$ cat config.mk
export PLATFORM = sky130hd
export DESIGN_NAME = lif_neuron
export DESIGN_NICKNAME = d
export VERILOG_FILES = /design/src/rtl/lif_neuron.sv
export SDC_FILE = /design/constraint.sdc
export NUM_CORES = 1
export LEC_CHECK = 0
export CORE_MARGIN = 2
export CORE_UTILIZATION = 40
export DETAILED_ROUTE_END_ITERATION = 16
export PLACE_DENSITY_LB_ADDON = 0.12
export SYNTH_ARGS = -nofsm -noshare
export SYNTH_HDL_FRONTEND = slang
export SYNTH_SLANG_ARGS = --single-unit
$ cat constraint.sdc
create_clock -name clk -period 4.8 [get_ports clk]
set_input_delay 1.44 -clock clk [delete_from_list [all_inputs] [get_ports clk]]
set_output_delay 1.44 -clock clk [all_outputs]
set_load 0.01 [all_outputs]
$ cat src/rtl/lif_neuron.sv
// rtl/lif_neuron.sv - leaky integrate-and-fire neuron with refractory hold-off
module lif_neuron #(
    parameter int DATA_W     = 8,
    parameter int V_W        = 16,
    parameter int THRESHOLD  = 200,
    parameter int LEAK_SHIFT = 3,
    parameter int V_RESET    = 0,
    parameter int REFRACTORY = 2
) (
    input  logic              clk,
    input  logic              reset,
    input  logic [DATA_W-1:0] input_current,
    output logic              spike
);

    localparam int RW = (REFRACTORY > 0) ? $clog2(REFRACTORY + 1) : 1;
    localparam logic [V_W-1:0] THR   = THRESHOLD[V_W-1:0];
    localparam logic [V_W-1:0] V_RST = V_RESET[V_W-1:0];
    localparam logic [RW-1:0]  REFR  = REFRACTORY[RW-1:0];

    logic [V_W-1:0] v_q, v_d;
    logic [RW-1:0]  refr_q, refr_d;
    logic           spike_q, spike_d;

    logic [V_W-1:0] leak;
    logic [V_W:0]   v_sum;
    logic [V_W-1:0] v_sat;

    // Leaked value never exceeds v, so only the added current can overflow V_W bits.
    assign leak  = v_q >> LEAK_SHIFT;
    assign v_sum = {1'b0, v_q} - {1'b0, leak}
                 + {{(V_W + 1 - DATA_W){1'b0}}, input_current};
    assign v_sat = v_sum[V_W] ? {V_W{1'b1}} : v_sum[V_W-1:0];

    always_comb begin
        v_d     = v_q;
        refr_d  = refr_q;
        spike_d = 1'b0;
        if (refr_q != '0) begin
            refr_d = refr_q - 1'b1;
            v_d    = V_RST;
        end else if (v_sat >= THR) begin
            spike_d = 1'b1;
            v_d     = V_RST;
            refr_d  = REFR;
        end else begin
            v_d = v_sat;
        end
    end

    always_ff @(posedge clk) begin
        if (!reset) begin
            v_q     <= '0;
            refr_q  <= '0;
            spike_q <= 1'b0;
        end else begin
            v_q     <= v_d;
            refr_q  <= refr_d;
            spike_q <= spike_d;
        end
    end

    assign spike = spike_q;

endmodule

After elaboration in Yosys (flattened, before gate mapping)
Index checks and enable logic that the tools add are counted.
- bits in registers: 19
- input port bits: 10
- logic and storage cells: 16
- add/sub/neg operators: 3
- magnitude comparators: 1
- mux-type cells: 4
- bitwise gates (word level): 1
- reduce and logical (&&, ||, !) cells: 4
- operators with widths (kind ; number):
    17-bit by 8-bit adder with 17-bit output ; 1
    16-bit by 13-bit subtractor with 17-bit output ; 1
    16-bit by 8-bit >= comparator with 1-bit output, second input constant ; 1
    16-bit two-way mux ; 1
    2-bit two-way mux ; 2
    2-bit nonzero test ; 2
    3-bit OR reduction ; 1
    2-bit OR reduction ; 1
    2-bit by 1-bit subtractor with 2-bit output, second input constant ; 1
    1-bit two-way mux ; 1
    1-bit NOT ; 1

Logic depth before layout (Yosys ltp)
- depth after elaboration: 6
- mapped depth: 13
- gate-level depth less buffers: 13

Least setup slack after synthesis
Ideal clock, no wire load.
- kind: input port to flip-flop
- start point: input port input_current[1]
- end point: register refr_q[1]
- setup time: 86 ps
- data arrival time: 4138 ps
- path slack: 577 ps
- stages on the path: 12
- path through: inv_1 > fa_1 > inv_1 > fa_1 > a211oi_2 > o31ai_4 > o211ai_1 > nand2_1 > xnor2_4 > and4_4 > nand3_2 > a211oi_1
- longest elaborated chain between the ends: 4
- ends and longest elaborated chain (element ; RTL line ; text):
    start, declared ; 12 ; input logic [DATA_W-1:0] input_current,
    17-bit by 8-bit adder with 17-bit output ; 32 ; + {{(V_W + 1 - DATA_W){1'b0}}, input_current};
    16-bit two-way mux ; 33 ; assign v_sat = v_sum[V_W] ? {V_W{1'b1}} : v_sum[V_W-1:0];
    16-bit by 8-bit >= comparator with 1-bit output ; 42 ; end else if (v_sat >= THR) begin
    2-bit nonzero test (no line) ; n/a ;
    end signal, assigned ; 58 ; refr_q <= refr_d;
    end, declared ; 22 ; logic [RW-1:0] refr_q, refr_d;
Every way passes these cells.
A chain may end at the register's enable or synchronous reset.

Worst setup path after layout
- start point: input port input_current[2]
- end point: register v_q[6]
- longest elaborated chain between the ends: 4
- ends and longest elaborated chain (element ; RTL line ; text):
    17-bit by 8-bit adder with 17-bit output (*) ; 32 ;
    16-bit two-way mux (*) ; 33 ;
    16-bit by 8-bit >= comparator with 1-bit output ; 42 ;
    3-bit OR reduction (no line) ; n/a ;
    end signal, assigned ; 57 ; v_q <= v_d;
    end, declared ; 21 ; logic [V_W-1:0] v_q, v_d;
Every way passes the cells marked *; elsewhere a longest branch is shown, timed or not.

==> metrics <==
DR WL/cell=12.4 µm; hold buffer count at CTS=0; TritonRoute pass-1 iters=4; Die Span Y=74.9 µm; Setup crit end kind=flip-flop; Num CTS Buffers=3; die width=74.9 µm; most frequent cells in the layout=inv_1, a21oi_1, ha_1; Syn. warnings=0; maxcap violations=0; Setup Buffers After CTS=0; Max stage delay on crit path=520 ps; Critical R2R Launch=v_q[6]; cell breakdown of the critical path=clkdlybuf4s50_1 -> inv_1 -> fa_1 -> inv_1 -> ha_1 -> a21oi_1 -> a211oi_2 -> nor3_2 -> nor3_1 -> nor4_2 -> and4_4 -> nand4_4 -> a21oi_1; via count=1,614; register area=380 µm²; Hold/Removal Path Class=reg2reg; metal3 WL=123 µm; Sink Count=19; Gate Count Post-Synth=239; number of global-route vias before repair=1,549; WL met2=1.79 mm; CP arrival=4770 ps; switching part of the total=0.380; area of the core=0.00479 mm²; Synth Flop Type=dfxtp_1; Layout Nets=303; Fin Hold WS=481 ps; Clock Latency Late Sink=260 ps; Psw=0.000201 W; grt total ovfl=0; post-route ant nets=0; asr flop ratio synth=0; Seq pwr share=0.321; P&R area growth vs syn=11.8%; PwrDens=235 mW/mm²; Rows=25; TNS Setup=0 ps; GPL Wtd Cong=0.911; Tmin final=4580 ps; critical path required time=4990 ps; number of flops mapped to enable cells by yosys=0; first-pass GRT wire length=6.89 mm; commonest non-fill, non-tap cell in the layout=inv_1; r2r setup slk=1450 ps; Mean Syn Cell Area=8.41 µm²; initial antenna violation count=0; CTS resizes=0; highest routed layer=met4; mapped cell area=0.00201 mm²; Util after Layout=0.470; area of the multi-input gates=0.00138 mm²; clock share of power=0.219; fmax=219 MHz; R2R depth=12; largest net degree at the start of global routing=12; P_leak=1.03 nW; CTS tree=built; Max Slew Vio Count=0; Seq cells post-synth=19; r2r endpoint=v_q[6]; Initial Utilization=0.420; Layout Skew=3.32 ps; Iter 0 DRT Violations=48; ant diodes=0; register area share after synthesis=0.189; gr usage total=0.163; final period utilization=0.953; IO Pins=11; min-delay src=refr_q[0]; WHS Path Cells=2; filler cell count=480; final setup fails=0; Clock Pin Slew Worst Setup and Hold Paths=80 ps; Post-Route M1 WL=2.05 mm; post-DP HPWL=3.36 mm; CP max FO=8; Gate power share=0.460; CTS H-tree depth=1; status=finished, final reports clean; area of the die=0.00561 mm²; fraction of layout cells with a size suffix above 1=0.123; Total Wirelength=4.05 mm; RSZ-0062 raised after global routing=false; CP startpoint kind=primary input; DR DRC count=0; clock buffer depth=2; Netlist cell types=53; count of port buffers added during placement=10; DR vias/cell=4.94; Setup Crit Path Kind=in2reg; internal power=0.000328 W; hold path endpoint=refr_q[0]; worst vdd ir=0.000124 V; final hold viol count=0; Root Buffer=clkbuf_8; Crit-path slowest cell=fa_1
==> synthesized netlist by cell type (2+ instances only) <==
library cell,count,share of area
inv_1,48,0.090
a21oi_1,26,0.065
ha_1,24,0.15
dfxtp_1,19,0.19
nand2_1,14,0.026
nor2_1,11,0.021
fa_1,8,0.080
xnor2_1,8,0.035
buf_6,6,0.034
o21ai_0,6,0.015
nand3_1,5,0.012
a21o_1,4,0.015
a31oi_1,4,0.012
buf_4,3,0.011
nand4_1,3,0.0093
nor3_1,3,0.0075
o31ai_1,3,0.011
a211oi_1,2,0.0075
a211oi_2,2,0.012
a21oi_2,2,0.0087
and3_1,2,0.0062
and4_1,2,0.0087
nor4_1,2,0.0062
o211ai_1,2,0.0075
xor2_1,2,0.0087
==> worst max path at each step <==
stage	from	end	cells past startpoint
after floorplan	input_current[1]	refr_q[1]	12
after global placement	input_current[2]	v_q[7]	13
after detailed placement	input_current[2]	v_q[4]	13
after CTS	input_current[2]	v_q[6]	13
after global routing	input_current[2]	refr_q[1]	13
final	input_current[2]	v_q[6]	13
==> worst max-delay path, delay by kind of cell <==
family | cells | cell delay (ps)
simple gates | 5 | 1320
compound gates | 3 | 590
buf+inv | 3 | 540
fa+ha+maj | 2 | 870
==> power groups by stage <==
stage	clock network, W	registers, W	logic (W)
2_1_floorplan	0	0.000172	0.000197
3_3_place_gp	0	0.000173	0.000243
3_5_place_dp	0	0.000173	0.000242
4_1_cts	0.000122	0.000170	0.000243
5_1_grt	0.000126	0.000170	0.000273
6_report	0.000116	0.000169	0.000243
==> cell type report <==
cell class | instances | share of cell area
Inverter | 48 | 0.0802
Timing Repair Buffer | 20 | 0.0780
Tap cell | 67 | 0.0373
Clock buffer | 3 | 0.0184
Clock inverter | 1 | 0.00223
Multi-Input combinational cell | 169 | 0.615
Sequential cell | 19 | 0.169
==> sequential cells by signal, summed over array words and instances (netlist names) <==
| signal | cells |
|---|---|
| v_q | 16 |
| refr_q | 2 |
| spike | 1 |
==> cell families (layout without fill, tap and decap cells) <==
family / count (synthesis) / after routing / share of synthesized area
compound gates: 64 / 64 / 0.226
other cells: 1 / 8 / 0.00187
simple gates: 53 / 53 / 0.154
fa+ha+maj: 32 / 32 / 0.229
buf+inv: 58 / 72 / 0.137
xor+xnor: 11 / 11 / 0.0573
mux: 1 / 1 / 0.00560
flops: 19 / 19 / 0.189
==> stage by stage <==
stage	instance area [µm²]	setup WS (ps)	cells	total power, W
after floorplan	2040	577	246	0.000369
after global placement	2200	23.5	323	0.000416
after detailed placement	2200	-39.0	323	0.000415
after CTS	2250	226	327	0.000535
after global routing	2250	1.19	327	0.000570
final	2250	223	327	0.000528
==> routing by layer <==
metal	global-route usage	vias to the layer above
met5	0	-
met4	0.0595	0
met3	0.0348	9
met2	0.256	19
met1	0.219	726
li1	-	860
No activity file was read; power rests on OpenSTA's default activity.
